$ cat src/rtl/fft_engine_seq.sv
// fft_engine_seq: in-place radix-2 DIT FFT that runs every stage through one time-multiplexed butterfly
// Ports: clk, reset (synchronous, active-high);
//   in_valid/in_ready/in_data/in_inverse  sample stream in natural order, in_inverse taken with the first sample;
//   out_valid/out_ready/out_data/out_last bin stream in natural order, out_last on bin SAMPLES-1;
//   tw_idx/tw_in  twiddle lookup, W=exp(-j2*pi*k/SAMPLES), answered combinationally;
//   busy  high while a frame is being loaded, computed or unloaded.
module fft_engine_seq #(
  parameter int SAMPLES = 8,
  parameter int WIDTH = 32,
  parameter bit SCALE = 1
) (
  input  logic                         clk,
  input  logic                         reset,
  input  logic                         in_valid,
  output logic                         in_ready,
  input  logic [WIDTH-1:0]             in_data,
  input  logic                         in_inverse,
  output logic                         out_valid,
  input  logic                         out_ready,
  output logic [WIDTH-1:0]             out_data,
  output logic                         out_last,
  output logic [$clog2(SAMPLES)-2:0]   tw_idx,
  input  logic [WIDTH-1:0]             tw_in,
  output logic                         busy
);
  localparam int L = $clog2(SAMPLES);
  localparam int BW = L - 1;
  localparam int SW = $clog2(L);
  localparam int H = WIDTH / 2;
  localparam int U = H + 1;
  localparam int D = 2 * H;
  localparam int S = 2 * H + 1;
  typedef enum logic [1:0] {IDLE, LOAD, COMPUTE, UNLOAD} state_t;
  state_t state_q;
  logic [L-1:0] cnt_q;
  logic [BW-1:0] bfly_q;
  logic [SW-1:0] stage_q;
  logic inv_q, out_valid_q, out_last_q;
  logic [WIDTH-1:0] out_data_q;
  logic [WIDTH-1:0] mem_q [SAMPLES];
  logic [L-1:0] b_w, j, top, bot;
  logic signed [H-1:0] ar, ai, br, bi, wr, wi, tr, ti;
  logic signed [D-1:0] p_rr, p_ii, p_ri, p_ir;
  logic signed [S-1:0] sr, si;
  logic signed [U-1:0] ur, ui, vr, vi;
  logic [WIDTH-1:0] top_n, bot_n;

  function automatic logic [L-1:0] bitrev(input logic [L-1:0] x);
    for (int i = 0; i < L; i++) bitrev[i] = x[L-1-i];
  endfunction

  assign in_ready = (state_q == IDLE) || (state_q == LOAD);
  assign busy = state_q != IDLE;
  assign out_valid = out_valid_q;
  assign out_data = out_data_q;
  assign out_last = out_last_q;

  always_comb begin
    b_w = L'(bfly_q);
    j = b_w & ((L'(1) << stage_q) - L'(1));
    top = ((b_w >> stage_q) << (32'(stage_q) + 1)) | j;
    bot = top | (L'(1) << stage_q);
    tw_idx = (state_q == COMPUTE) ? BW'(j << (L - 1 - 32'(stage_q))) : '0;
    ar = mem_q[top][WIDTH-1:H];
    ai = mem_q[top][H-1:0];
    br = mem_q[bot][WIDTH-1:H];
    bi = mem_q[bot][H-1:0];
    wr = tw_in[WIDTH-1:H];
    // inverse transform uses the conjugate twiddle
    wi = inv_q ? -tw_in[H-1:0] : tw_in[H-1:0];
    p_rr = D'(br) * D'(wr);
    p_ii = D'(bi) * D'(wi);
    p_ri = D'(br) * D'(wi);
    p_ir = D'(bi) * D'(wr);
    sr = S'(p_rr) - S'(p_ii);
    si = S'(p_ri) + S'(p_ir);
    tr = H'(sr >>> (H - 1));
    ti = H'(si >>> (H - 1));
    ur = U'(ar) + U'(tr);
    ui = U'(ai) + U'(ti);
    vr = U'(ar) - U'(tr);
    vi = U'(ai) - U'(ti);
    top_n = {SCALE ? H'(ur >>> 1) : H'(ur), SCALE ? H'(ui >>> 1) : H'(ui)};
    bot_n = {SCALE ? H'(vr >>> 1) : H'(vr), SCALE ? H'(vi >>> 1) : H'(vi)};
  end

  // sample store: bit-reversed writes while loading, both butterfly results per compute cycle
  always_ff @(posedge clk) begin
    if (in_valid && in_ready) mem_q[bitrev(cnt_q)] <= in_data;
    if (state_q == COMPUTE) begin
      mem_q[top] <= top_n;
      mem_q[bot] <= bot_n;
    end
  end

  always_ff @(posedge clk) begin
    if (reset) begin
      state_q <= IDLE;
      cnt_q <= '0;
      bfly_q <= '0;
      stage_q <= '0;
      inv_q <= 1'b0;
      out_valid_q <= 1'b0;
      out_last_q <= 1'b0;
      out_data_q <= '0;
    end else begin
      case (state_q)
        IDLE: if (in_valid) begin
          inv_q <= in_inverse;
          cnt_q <= L'(1);
          state_q <= LOAD;
        end
        LOAD: if (in_valid) begin
          cnt_q <= cnt_q + L'(1);
          if (cnt_q == L'(SAMPLES - 1)) state_q <= COMPUTE;
        end
        COMPUTE: begin
          bfly_q <= bfly_q + BW'(1);
          if (&bfly_q) begin
            stage_q <= stage_q + SW'(1);
            if (stage_q == SW'(L - 1)) begin
              stage_q <= '0;
              state_q <= UNLOAD;
            end
          end
        end
        default: if (!out_valid_q) begin
          // first UNLOAD cycle primes bin 0 into the output register
          out_valid_q <= 1'b1;
          out_data_q <= mem_q[0];
        end else if (out_ready) begin
          if (out_last_q) begin
            state_q <= IDLE;
            cnt_q <= '0;
            out_valid_q <= 1'b0;
            out_last_q <= 1'b0;
            out_data_q <= '0;
          end else begin
            cnt_q <= cnt_q + L'(1);
            out_data_q <= mem_q[cnt_q + L'(1)];
            out_last_q <= cnt_q == L'(SAMPLES - 2);
          end
        end
      endcase
    end
  end
endmodule
$ cat config.mk
export PLATFORM = sky130hd
export DESIGN_NAME = fft_engine_seq
export DESIGN_NICKNAME = d
export VERILOG_FILES = /design/src/rtl/fft_engine_seq.sv
export SDC_FILE = /design/constraint.sdc
export NUM_CORES = 2
export LEC_CHECK = 0
export ABC_AREA = 1
export CORE_MARGIN = 4
export CORE_UTILIZATION = 30
export DETAILED_ROUTE_END_ITERATION = 10
export HOLD_SLACK_MARGIN = 0.05
export PLACE_DENSITY_LB_ADDON = 0.05
export SLEW_MARGIN = 25
export SYNTH_ARGS = -nofsm -noshare
export SYNTH_HDL_FRONTEND = slang
export SYNTH_SLANG_ARGS = --single-unit
$ cat constraint.sdc
create_clock -name clk -period 20.4 [get_ports clk]
set_input_delay 2.04 -clock clk [delete_from_list [all_inputs] [get_ports clk]]
set_output_delay 2.04 -clock clk [all_outputs]
set_load 0.02 [all_outputs]
==> impl_summary.log <==
[metrics] Die X-Extent: around 460 um
[metrics] overflow left after global routing: 0
[metrics] Die H: roughly 460 um
[metrics] count of yosys warnings during synthesis: 0
[metrics] CTS clk-pin slew, worst paths: 0.06 ns
[metrics] first-pass iteration count of the detailed router: 6
[metrics] Reg-to-Reg End: mem_q[6][26]
[metrics] Std-Cell Core Area: approximately 200000 sq um
[metrics] fraction of post-synthesis cell area in the top cell type by area: 0.372
[metrics] Area Growth Syn to Fin: 9.43%
[metrics] share of final-layout standard cells stronger than drive strength 1: 0.0513
[metrics] cell taking the most area after synthesis: sky130_fd_sc_hd__fa_1
[metrics] wire length reported by the detailed router: 264 mm
[metrics] flop-to-flop setup slack: 5.57 ns
[metrics] Tcrit/Tclk final: 0.734
[metrics] area of the die: 209000 sq um
[metrics] number of DRC violations after detailed routing: 0
[metrics] number of buffer and inverter stages on the critical path: 10
[metrics] root buffer cell: sky130_fd_sc_hd__clkbuf_16
[metrics] outcome: finished, final reports clean
[metrics] fin crit period: between 10 and 15 ns
[metrics] worst min-delay path category: reg2reg
[metrics] number of max-cap violations: 0
[metrics] most instantiated cells after synthesis: sky130_fd_sc_hd__inv_1 (1504), sky130_fd_sc_hd__nand2_1 (1244), sky130_fd_sc_hd__fa_1 (1123)
[metrics] setup repair after global routing missed its margin: no
[metrics] post-synthesis sequential area ratio: 0.142
[metrics] maximum clock frequency: 66.8 MHz
[metrics] DP HPWL: between 150 and 200 mm
[metrics] Slew Viols, Final: 0
[metrics] total negative slack: 0 ns
[metrics] pin count of the biggest net entering global routing: 76
[metrics] quantity of I/O buffers inserted on ports: 106
[metrics] average cell area after synthesis: between 8 and 9 sq um
[metrics] via count: ~51000
[metrics] category of the critical setup timing path: in2reg
[metrics] count of filler cells inserted in the layout: 21330
[metrics] sort of element at the start of the critical path: input pin
[metrics] total number of cells along the worst setup path: 46
[metrics] largest stage delay on the critical path: between 0.8 and 0.9 ns
[metrics] buffers inserted during post-CTS setup optimization: 0
[metrics] insertion delay of the later-clocked pin in the worst-skew pair: between 0.5 and 0.6 ns
[metrics] clock tree from TritonCTS: yes
[metrics] instance count of the mapped netlist: 7381
[metrics] most frequent cell after synthesis: sky130_fd_sc_hd__inv_1
[metrics] area of the mapped netlist: a little over 60000 sq um
[metrics] total global routing track utilization: 0.253
[metrics] CP endpoint kind: flop
[metrics] end point of the critical path: mem_q[5][13]
[metrics] slew of the pin with the lowest slew margin: 1.07 ns
[metrics] number of cells on the worst reg-to-reg path: 50
[metrics] CP max stage cell: sky130_fd_sc_hd__clkinv_1
[metrics] Hold-fix buffers, CTS: 0
[metrics] per-cell routed wire length: between 20 and 30 um
[metrics] I/O pin total: between 100 and 150
[metrics] drt via density: between 5 and 6
[metrics] cell repeated most along the worst path: sky130_fd_sc_hd__fa_1
[metrics] total nets after synthesis: 8939
[metrics] vias in the first global route: 54034
[metrics] starting utilization of the core area: 0.302
[metrics] # H-tree levels: 2
[metrics] crit-path leading delay family: adder cells
[metrics] worst reg2reg startpoint: stage_q[0]
[metrics] placement row count: about 160
[metrics] post-route antenna net violation count: 0
[metrics] wire length of the first global-routing pass: 385 mm
[metrics] nets@finish: approximately 8900
[metrics] buffers from clock root to sink, at most: 3
[metrics] number of enable flip-flop cells after synthesis: between 200 and 300
[metrics] Iteration-0 DRC Markers: 3732
[metrics] global placement routability congestion: 0.894
[metrics] count of cells resized by post-cts repair: 0
[metrics] final setup fails: 0
[metrics] number of clock sinks: 300
[metrics] Max FO, Critical Path: 19
[metrics] worst clock skew on the final layout: approximately 0.018 ns
[metrics] Async SR Flop Fraction: 0
[metrics] initial antenna violation count: 13
[metrics] required time worst endpoint: about 21 ns
[metrics] number of buffers added by the clock tree synthesis step: 36
[metrics] dominant synthesized flop cell: sky130_fd_sc_hd__edfxtp_1
[metrics] arrival time at the worst endpoint: ~15 ns
[metrics] number of library cell types mapped by synthesis: between 60 and 70
[metrics] leading cell types by total area after synthesis: sky130_fd_sc_hd__fa_1 (37%), sky130_fd_sc_hd__edfxtp_1 (13%), sky130_fd_sc_hd__inv_1 (9.3%)
[metrics] final hold vios: 0
[metrics] startpoint of the worst setup timing path: tw_in[0]
[metrics] worst-case headroom to the max-slew limit: 0.282
[metrics] #FFs+latches synth: 300
-- cells in the final DEF, fill, tap and decap left out, drive strengths merged, types with 4 or more instances in the layout --
cell / netlist / layout
a211oi: 5 / 5
a21o: 11 / 11
a21oi: 306 / 306
a31oi: 6 / 6
a32o: 35 / 35
buf: 55 / 168
clkbuf: 316 / 52
clkdlybuf4s50: 0 / 105
clkinv: 19 / 38
dfxtp: 44 / 44
diode: 0 / 4
edfxtp: 256 / 256
fa: 1123 / 1123
ha: 366 / 366
inv: 1523 / 1517
mux2i: 4 / 4
nand2: 1267 / 1267
nand3: 299 / 299
nand4: 42 / 42
nor2: 825 / 825
nor3: 29 / 29
o211ai: 98 / 98
o21a: 6 / 6
o21ai: 498 / 498
o21bai: 14 / 14
o221ai: 31 / 31
o22ai: 22 / 22
o31ai: 6 / 6
or2: 18 / 18
xnor2: 44 / 44
xor2: 97 / 97
-- stage by stage --
stage,utilization,instance area [sq um],worst slack (ns),instances,hold slack (ns)
3_5_place_dp,0.325,65000,4.71,9939,0.481
5_1_grt,0.330,66100,4.44,10004,0.524
3_3_place_gp,0.324,64900,4.47,9936,0.476
6_report,0.330,66100,5.44,10008,0.491
4_1_cts,0.330,66100,5.29,10004,0.500
2_1_floorplan,-,60400,8.17,7381,0.469
-- worst reg2reg max path: cells and delay by family, from the launching register on --
kind / cells / cell delay, ns
fa+ha+maj: 11 / 5.21
simple gates: 21 / 3.52
buf+inv: 10 / 2.88
xor+xnor: 2 / 1.38
compound gates: 6 / 1.07
flops: 1 / 0.53
-- state kept, by name (all words and copies together) (netlist names) --
name	cells
mem_q	256
out_data	32
cnt_q	3
bfly_q	2
stage_q	2
state_q	2
inv_q	1
out_last	1
out_valid	1
-- layer usage --
| metal | part of all wire | vias to the layer above | wire (um) | track usage |
|---|---|---|---|---|
| li1 | - | 22570 | - | - |
| met1 | 0.42 | 26099 | 111000 | 0.323 |
| met2 | 0.50 | 1466 | 133000 | 0.454 |
| met3 | 0.041 | 411 | 10800 | 0.0186 |
| met4 | 0.038 | 6 | 10100 | 0.0812 |
| met5 | 0.00016 | - | 42 | 0 |
-- worst min path at each step --
| stage | slack, ns | depth (start not counted) | start | to |
|---|---|---|---|---|
| global route | 0.52 | 2 | out_data[11] | out_data[11] |
| global placement | 0.48 | 2 | out_data[17] | out_data[17] |
| detailed placement | 0.48 | 2 | out_data[11] | out_data[11] |
| finish | 0.49 | 2 | out_data[17] | out_data[17] |
| floorplan | 0.47 | 2 | cnt_q[2] | cnt_q[2] |
| CTS | 0.50 | 2 | out_data[4] | out_data[4] |
-- cell type report --
cell class / instances / area, sq um / share of cell area
multi-input combinational: 5168 / 44900 / 0.680
sequential: 300 / 8570 / 0.130
inverter: 1542 / 5800 / 0.0878
tap: 2656 / 3320 / 0.0503
timing repair buffer: 273 / 2360 / 0.0357
clock buffer: 52 / 1030 / 0.0156
clock inverter: 13 / 65.1 / 0.000984
antenna: 4 / 10.0 / 0.000151
-- logic make-up after synthesis --
| group | Yosys count | share of synthesized area |
|---|---|---|
| multiplexers | 4 | 0.000663 |
| AND/OR/NAND/NOR | 2485 | 0.169 |
| XOR/XNOR | 141 | 0.0211 |
| flip-flops | 300 | 0.142 |
| adder cells (fa/ha/maj) | 1489 | 0.448 |
| buffers and inverters | 1913 | 0.120 |
| AO/OA/AOI/OAI | 1049 | 0.0998 |
Power is not shown: default switching activity piles up to over one toggle a cycle in this logic, so the estimate is an artifact.
